===== src/rtl/timer_arb_pkg.sv =====
// Shared types and helpers for the round-robin timer arbiter.
package timer_arb_pkg;

  // Engine ownership phases: free, counting for the owner, completion pulse.
  typedef enum logic [1:0] {
    IDLE  = 2'd0,
    COUNT = 2'd1,
    DONE  = 2'd2
  } state_e;

  // Width of a requester index; never below one bit so a port always exists.
  function automatic int idx_w(input int n);
    return (n > 1) ? $clog2(n) : 1;
  endfunction

endpackage


===== src/rtl/rr_arbiter.sv =====
// Combinational round-robin pick: first asserted request at or above ptr,
// wrapping past the top index back to zero.
module rr_arbiter
  import timer_arb_pkg::*;
#(
  parameter  int NUM_REQ = 4,
  localparam int IDX_W   = idx_w(NUM_REQ)
) (
  input  logic [NUM_REQ-1:0] req,
  input  logic [IDX_W-1:0]   ptr,
  output logic               valid,
  output logic [IDX_W-1:0]   idx
);

  // Walk the requests in priority order starting at ptr and keep the first hit.
  always_comb begin
    valid = 1'b0;
    idx   = '0;
    for (int k = 0; k < NUM_REQ; k++) begin
      int cand;
      cand = int'(ptr) + k;
      if (cand >= NUM_REQ) cand = cand - NUM_REQ;
      if (!valid && req[IDX_W'(cand)]) begin
        valid = 1'b1;
        idx   = IDX_W'(cand);
      end
    end
  end

endmodule


===== src/rtl/timer_arbiter.sv =====
// One shared up-counting delay engine time-shared among NUM_REQ requesters.
// A granted requester's delay is latched at grant; the counter runs from 0 up
// to that limit, then a one-cycle done pulse is issued and ownership rotates.
module timer_arbiter
  import timer_arb_pkg::*;
#(
  parameter int NUM_REQ = 4,
  parameter int SIZE    = 16
) (
  input  logic                    clk_i,
  input  logic                    rst_ni,
  input  logic [NUM_REQ-1:0]      req_i,
  input  logic [NUM_REQ*SIZE-1:0] delay_i,
  output logic [NUM_REQ-1:0]      gnt_o,
  output logic [NUM_REQ-1:0]      done_o,
  output logic                    busy_o,
  output logic [SIZE-1:0]         count_o
);

  localparam int               IDX_W    = idx_w(NUM_REQ);
  localparam logic [IDX_W-1:0] LAST_IDX = IDX_W'(NUM_REQ - 1);

  state_e           state_q, state_d;
  logic [IDX_W-1:0] ptr_q;
  logic [IDX_W-1:0] idx_q;
  logic [IDX_W-1:0] idx_next;
  logic [IDX_W-1:0] arb_idx;
  logic             arb_valid;
  logic [SIZE-1:0]  cnt_q;
  logic [SIZE-1:0]  limit_q;
  logic [SIZE-1:0]  delay_arr [NUM_REQ];
  logic             load;
  logic             inc;
  logic             release_owner;

  for (genvar g = 0; g < NUM_REQ; g++) begin : g_unpack
    assign delay_arr[g] = delay_i[g*SIZE +: SIZE];
  end

  rr_arbiter #(
    .NUM_REQ (NUM_REQ)
  ) u_arb (
    .req   (req_i),
    .ptr   (ptr_q),
    .valid (arb_valid),
    .idx   (arb_idx)
  );

  // Priority after a release starts just above the departing owner, wrapping.
  assign idx_next = (idx_q == LAST_IDX) ? '0 : idx_q + IDX_W'(1);

  // State register.
  always_ff @(posedge clk_i or negedge rst_ni) begin
    if (!rst_ni) begin
      state_q <= IDLE;
    end else begin
      state_q <= state_d;
    end
  end

  // Next state plus datapath strobes; an owner dropping its request wins over
  // the limit compare, so an abort never produces a done pulse.
  always_comb begin
    state_d       = state_q;
    load          = 1'b0;
    inc           = 1'b0;
    release_owner = 1'b0;
    unique case (state_q)
      IDLE: begin
        if (arb_valid) begin
          state_d = COUNT;
          load    = 1'b1;
        end
      end
      COUNT: begin
        if (!req_i[idx_q]) begin
          state_d       = IDLE;
          release_owner = 1'b1;
        end else if (cnt_q == limit_q) begin
          state_d = DONE;
        end else begin
          inc = 1'b1;
        end
      end
      DONE: begin
        state_d       = IDLE;
        release_owner = 1'b1;
      end
      default: begin
        state_d = IDLE;
      end
    endcase
  end

  // Owner, latched limit, counter and rotating priority pointer. The counter
  // stops at the limit, so it can never wrap even for the all-ones delay.
  always_ff @(posedge clk_i or negedge rst_ni) begin
    if (!rst_ni) begin
      ptr_q   <= '0;
      idx_q   <= '0;
      cnt_q   <= '0;
      limit_q <= '0;
    end else begin
      if (load) begin
        idx_q   <= arb_idx;
        limit_q <= delay_arr[arb_idx];
        cnt_q   <= '0;
      end else if (inc) begin
        cnt_q <= cnt_q + SIZE'(1);
      end
      if (release_owner) begin
        ptr_q <= idx_next;
      end
    end
  end

  // Outputs decoded purely from registered state: no input-to-output path.
  always_comb begin
    gnt_o  = '0;
    done_o = '0;
    if (state_q != IDLE) begin
      gnt_o[idx_q] = 1'b1;
    end
    if (state_q == DONE) begin
      done_o[idx_q] = 1'b1;
    end
  end

  assign busy_o  = (state_q != IDLE);
  assign count_o = cnt_q;

`ifndef SYNTHESIS
  a_gnt_onehot : assert property (@(posedge clk_i) disable iff (!rst_ni)
    $onehot0(gnt_o));
  a_done_owned : assert property (@(posedge clk_i) disable iff (!rst_ni)
    ((done_o & ~gnt_o) == '0));
`endif

endmodule


===== config.mk =====
export PLATFORM = sky130hd
export DESIGN_NAME = timer_arbiter
export DESIGN_NICKNAME = d
export VERILOG_FILES = /design/src/rtl/timer_arb_pkg.sv /design/src/rtl/rr_arbiter.sv /design/src/rtl/timer_arbiter.sv
export SDC_FILE = /design/constraint.sdc
export NUM_CORES = 1
export LEC_CHECK = 0
export ABC_AREA = 1
export CORE_UTILIZATION = 44
export DETAILED_ROUTE_END_ITERATION = 8
export GPL_TIMING_DRIVEN = 0
export PLACE_DENSITY = 0.82
export SLEW_MARGIN = 10
export SYNTH_ARGS = -nofsm -noshare
export SYNTH_HDL_FRONTEND = slang
export SYNTH_SLANG_ARGS = --single-unit

===== constraint.sdc =====
create_clock -name clk_i -period 1.9 [get_ports clk_i]
set_clock_uncertainty 0.2 [all_clocks]
set_input_delay 0.285 -clock clk_i [delete_from_list [all_inputs] [get_ports clk_i]]
set_output_delay 0.285 -clock clk_i [all_outputs]
set_load 0.02 [all_outputs]

==> flow_summary.json <==
{
  "final.setup.tns_ps": -7460,
  "drt_iter0_drc": 257,
  "cts-htree-levels": 2,
  "leakage_nw": 2.76,
  "ir_worst_vdd_mv": 0.970,
  "muxShareOfSynthArea": 0,
  "drive_gt1_frac": 0.270,
  "synth_area_per_cell_sq_um": 6.34,
  "antenna_found_initial": 0,
  "hold_violations": 0,
  "r2r-end": "limit_q[9]",
  "layout.nets": 735,
  "place.gp.congestion": 0.880,
  "synth_top_family_by_area": "simple AND/OR/NAND/NOR gates",
  "ioPinCount": 95,
  "routed_wl_mm": 10.6,
  "min-delay-start": "limit_q[10]",
  "instances_no_fill": 755,
  "area_growth_pct": 61.1,
  "design_area_sq_mm": 0.00526,
  "die_x_um": 88.1,
  "detail_route.wl_per_cell_um": 14.0,
  "post-route-period-util": 1.14,
  "maxCapViolations": 0,
  "dp.cells": 708,
  "path_cells": "buf_4, nand2_1, nand3_1, nand2_2, nor2_4, nand2_1, nand3_2, nand2_4, clkinvlp_4, nor2_4, nand2_1, nand3_1",
  "dr.pass1.iters": 5,
  "grt_pass1_vias": 3417,
  "dpl-instance-area_sq_mm": 0.00433,
  "synth_nets": 594,
  "initial_core_util": 0.452,
  "hold_depth": 2,
  "vias": 3888,
  "setup_ws_ps": -272,
  "cts_buffers": 5,
  "cts_tree": "yes",
  "rsz0062_at_grt": "yes",
  "grt_max_degree": 39,
  "placementRows": 31,
  "antenna_cells": 0,
  "synthCells": 515,
  "start_kind": "register",
  "timing.final.crit_period_ps": 2170,
  "worstPathArrival_ps": 2190,
  "yosysSeqAreaShare": 0.291,
  "worstSkewPairLatency_ps": 290,
  "ant_nets": 0,
  "clock_sinks": 38,
  "syn_area_sq_mm": 0.00326,
  "io_buffers": 94,
  "startpoint": "ptr_q[0]",
  "synthAdderAreaFrac": 0.0345,
  "post-route-drc-count": 0,
  "core_area_sq_mm": 0.00721,
  "grt_pass1_wl_mm": 15.2,
  "clock_path_buffers": 2,
  "violations": "negative setup slack",
  "synth_most_common_cell": "nand2_1",
  "gr-total-overflow": 0,
  "synth_common_cells": "nand2_1, inv_1, nand3_1, dfrtp_1, nor2_1",
  "die_h_um": 88.1,
  "cts-root-buf": "clkbuf_8",
  "relSlewSlack": 0.423,
  "die_area_sq_mm": 0.00777,
  "end_kind": "register",
  "dp_hpwl_mm": 6.90,
  "path_clk_slew_ps": 70,
  "ys_ff_latch": 38,
  "yosysTopAreaCell": "dfrtp_1",
  "reg2reg_from": "ptr_q[0]",
  "status": "finished with violations",
  "cp_max_fo": 7,
  "reg2regPathDepth": 12,
  "drv_slew": 0,
  "grt.total_usage": 0.245,
  "setup_violations": 34,
  "critPathKind": "reg2reg",
  "crit_top_cell": "nand2_1",
  "synthFlopType": "dfrtp_1",
  "cpMaxStageDelayCell": "dfrtp_2",
  "synth_cell_types": 28,
  "cp-endpoint": "limit_q[9]",
  "fmax_ghz": 0.460,
  "fillers": 552,
  "hold_path.class": "reg2reg",
  "crit_path_max_incr_delay_ps": 450,
  "viasPerCell": 5.15,
  "synthSimpleGateAreaFrac": 0.422,
  "ff2ff_setup_slack_ps": -270,
  "required_ps": 1920,
  "power_density_mw_per_mm2": 1630,
  "synthXorXnorAreaFrac": 0.0698,
  "synth_top_area_share": 0.291,
  "ys_async_sr_fraction": 1.00,
  "synth_compound_area_frac": 0.0460,
  "ys_warn_count": 0,
  "tightest_slew_ps": 866,
  "synth_edf_count": 0,
  "synthTopCellsByArea": "dfrtp_1, nand2_1, inv_1"
}
cell families after synthesis:
kind of cell | count (synthesis)
xor+xnor | 26
fa+ha+maj | 9
simple gates | 308
buf+inv | 105
compound gates | 29
flops | 38
where the power goes:
part,internal (mW),switching (mW)
Sequential,1.08,0.249
Combinational,2.91,3.80
Clock,0.253,0.277
Total,4.25,4.33
cells in the final DEF (no fill, tap or decap), drive strengths merged, types with 9 or more instances in the layout:
cell / instances
ha: 9
nand3: 62
xor2: 14
clkdlybuf4s50: 70
inv: 85
nor2: 31
xnor2: 12
buf: 54
clkbuf: 16
nand2: 183
nand4: 21
o21ai: 22
dfrtp: 38
flip-flops by register name, indices dropped and copies added (netlist names):
register / cells
count_o: 16
idx_q: 2
limit_q: 16
ptr_q: 2
state_q: 2
stage by stage:
stage	total power, mW	hold slack, ps	utilization	worst slack, ps
after floorplan	4.51	-211	-	2.50
after global placement	5.54	289	0.601	-467
after detailed placement	5.70	239	0.600	-531
after CTS	6.66	305	0.628	-239
after global routing	9.18	334	0.729	-367
final	8.58	301	0.729	-272
worst min path at each step:
| stage | end |
|---|---|
| floorplan | count_o[0] |
| global placement | limit_q[2] |
| detailed placement | count_o[5] |
| CTS | limit_q[2] |
| global route | limit_q[5] |
| finish | limit_q[10] |
cell type report:
class | instances | area (sq um) | area share
inverters | 86 | 338 | 0.0642
multi-input cells | 374 | 2240 | 0.425
repair buffers | 133 | 1320 | 0.250
well taps | 99 | 124 | 0.0236
plain buffers | 17 | 195 | 0.0371
flip-flops and latches | 38 | 966 | 0.184
repair inverters | 1 | 7.51 | 0.00143
clock buffers | 7 | 76.3 | 0.0145
layer usage:
layer	up-vias	global-route usage	part of all wire
met5	-	0	0
met4	0	0.0689	0.024
met3	29	0.0339	0.057
met2	170	0.425	0.51
met1	1792	0.319	0.41
li1	1897	-	-
critical path, delay by kind of cell, from the launching register on:
family        cells  cell delay [ps]
flops             1              450
buf+inv           2              350
simple gates     10             1100
repair_timing:
action | CTS | global route
endpoints found under the hold margin | 38 | 0
hold buffers | 1 | 0
gates resized for setup | 54 | 145
setup endpoints to repair | 52 | 48
setup buffers | 8 | 21
gates cloned | 3 | 9
pin swaps | 5 | 47
Power figures use the tool's default switching activity.
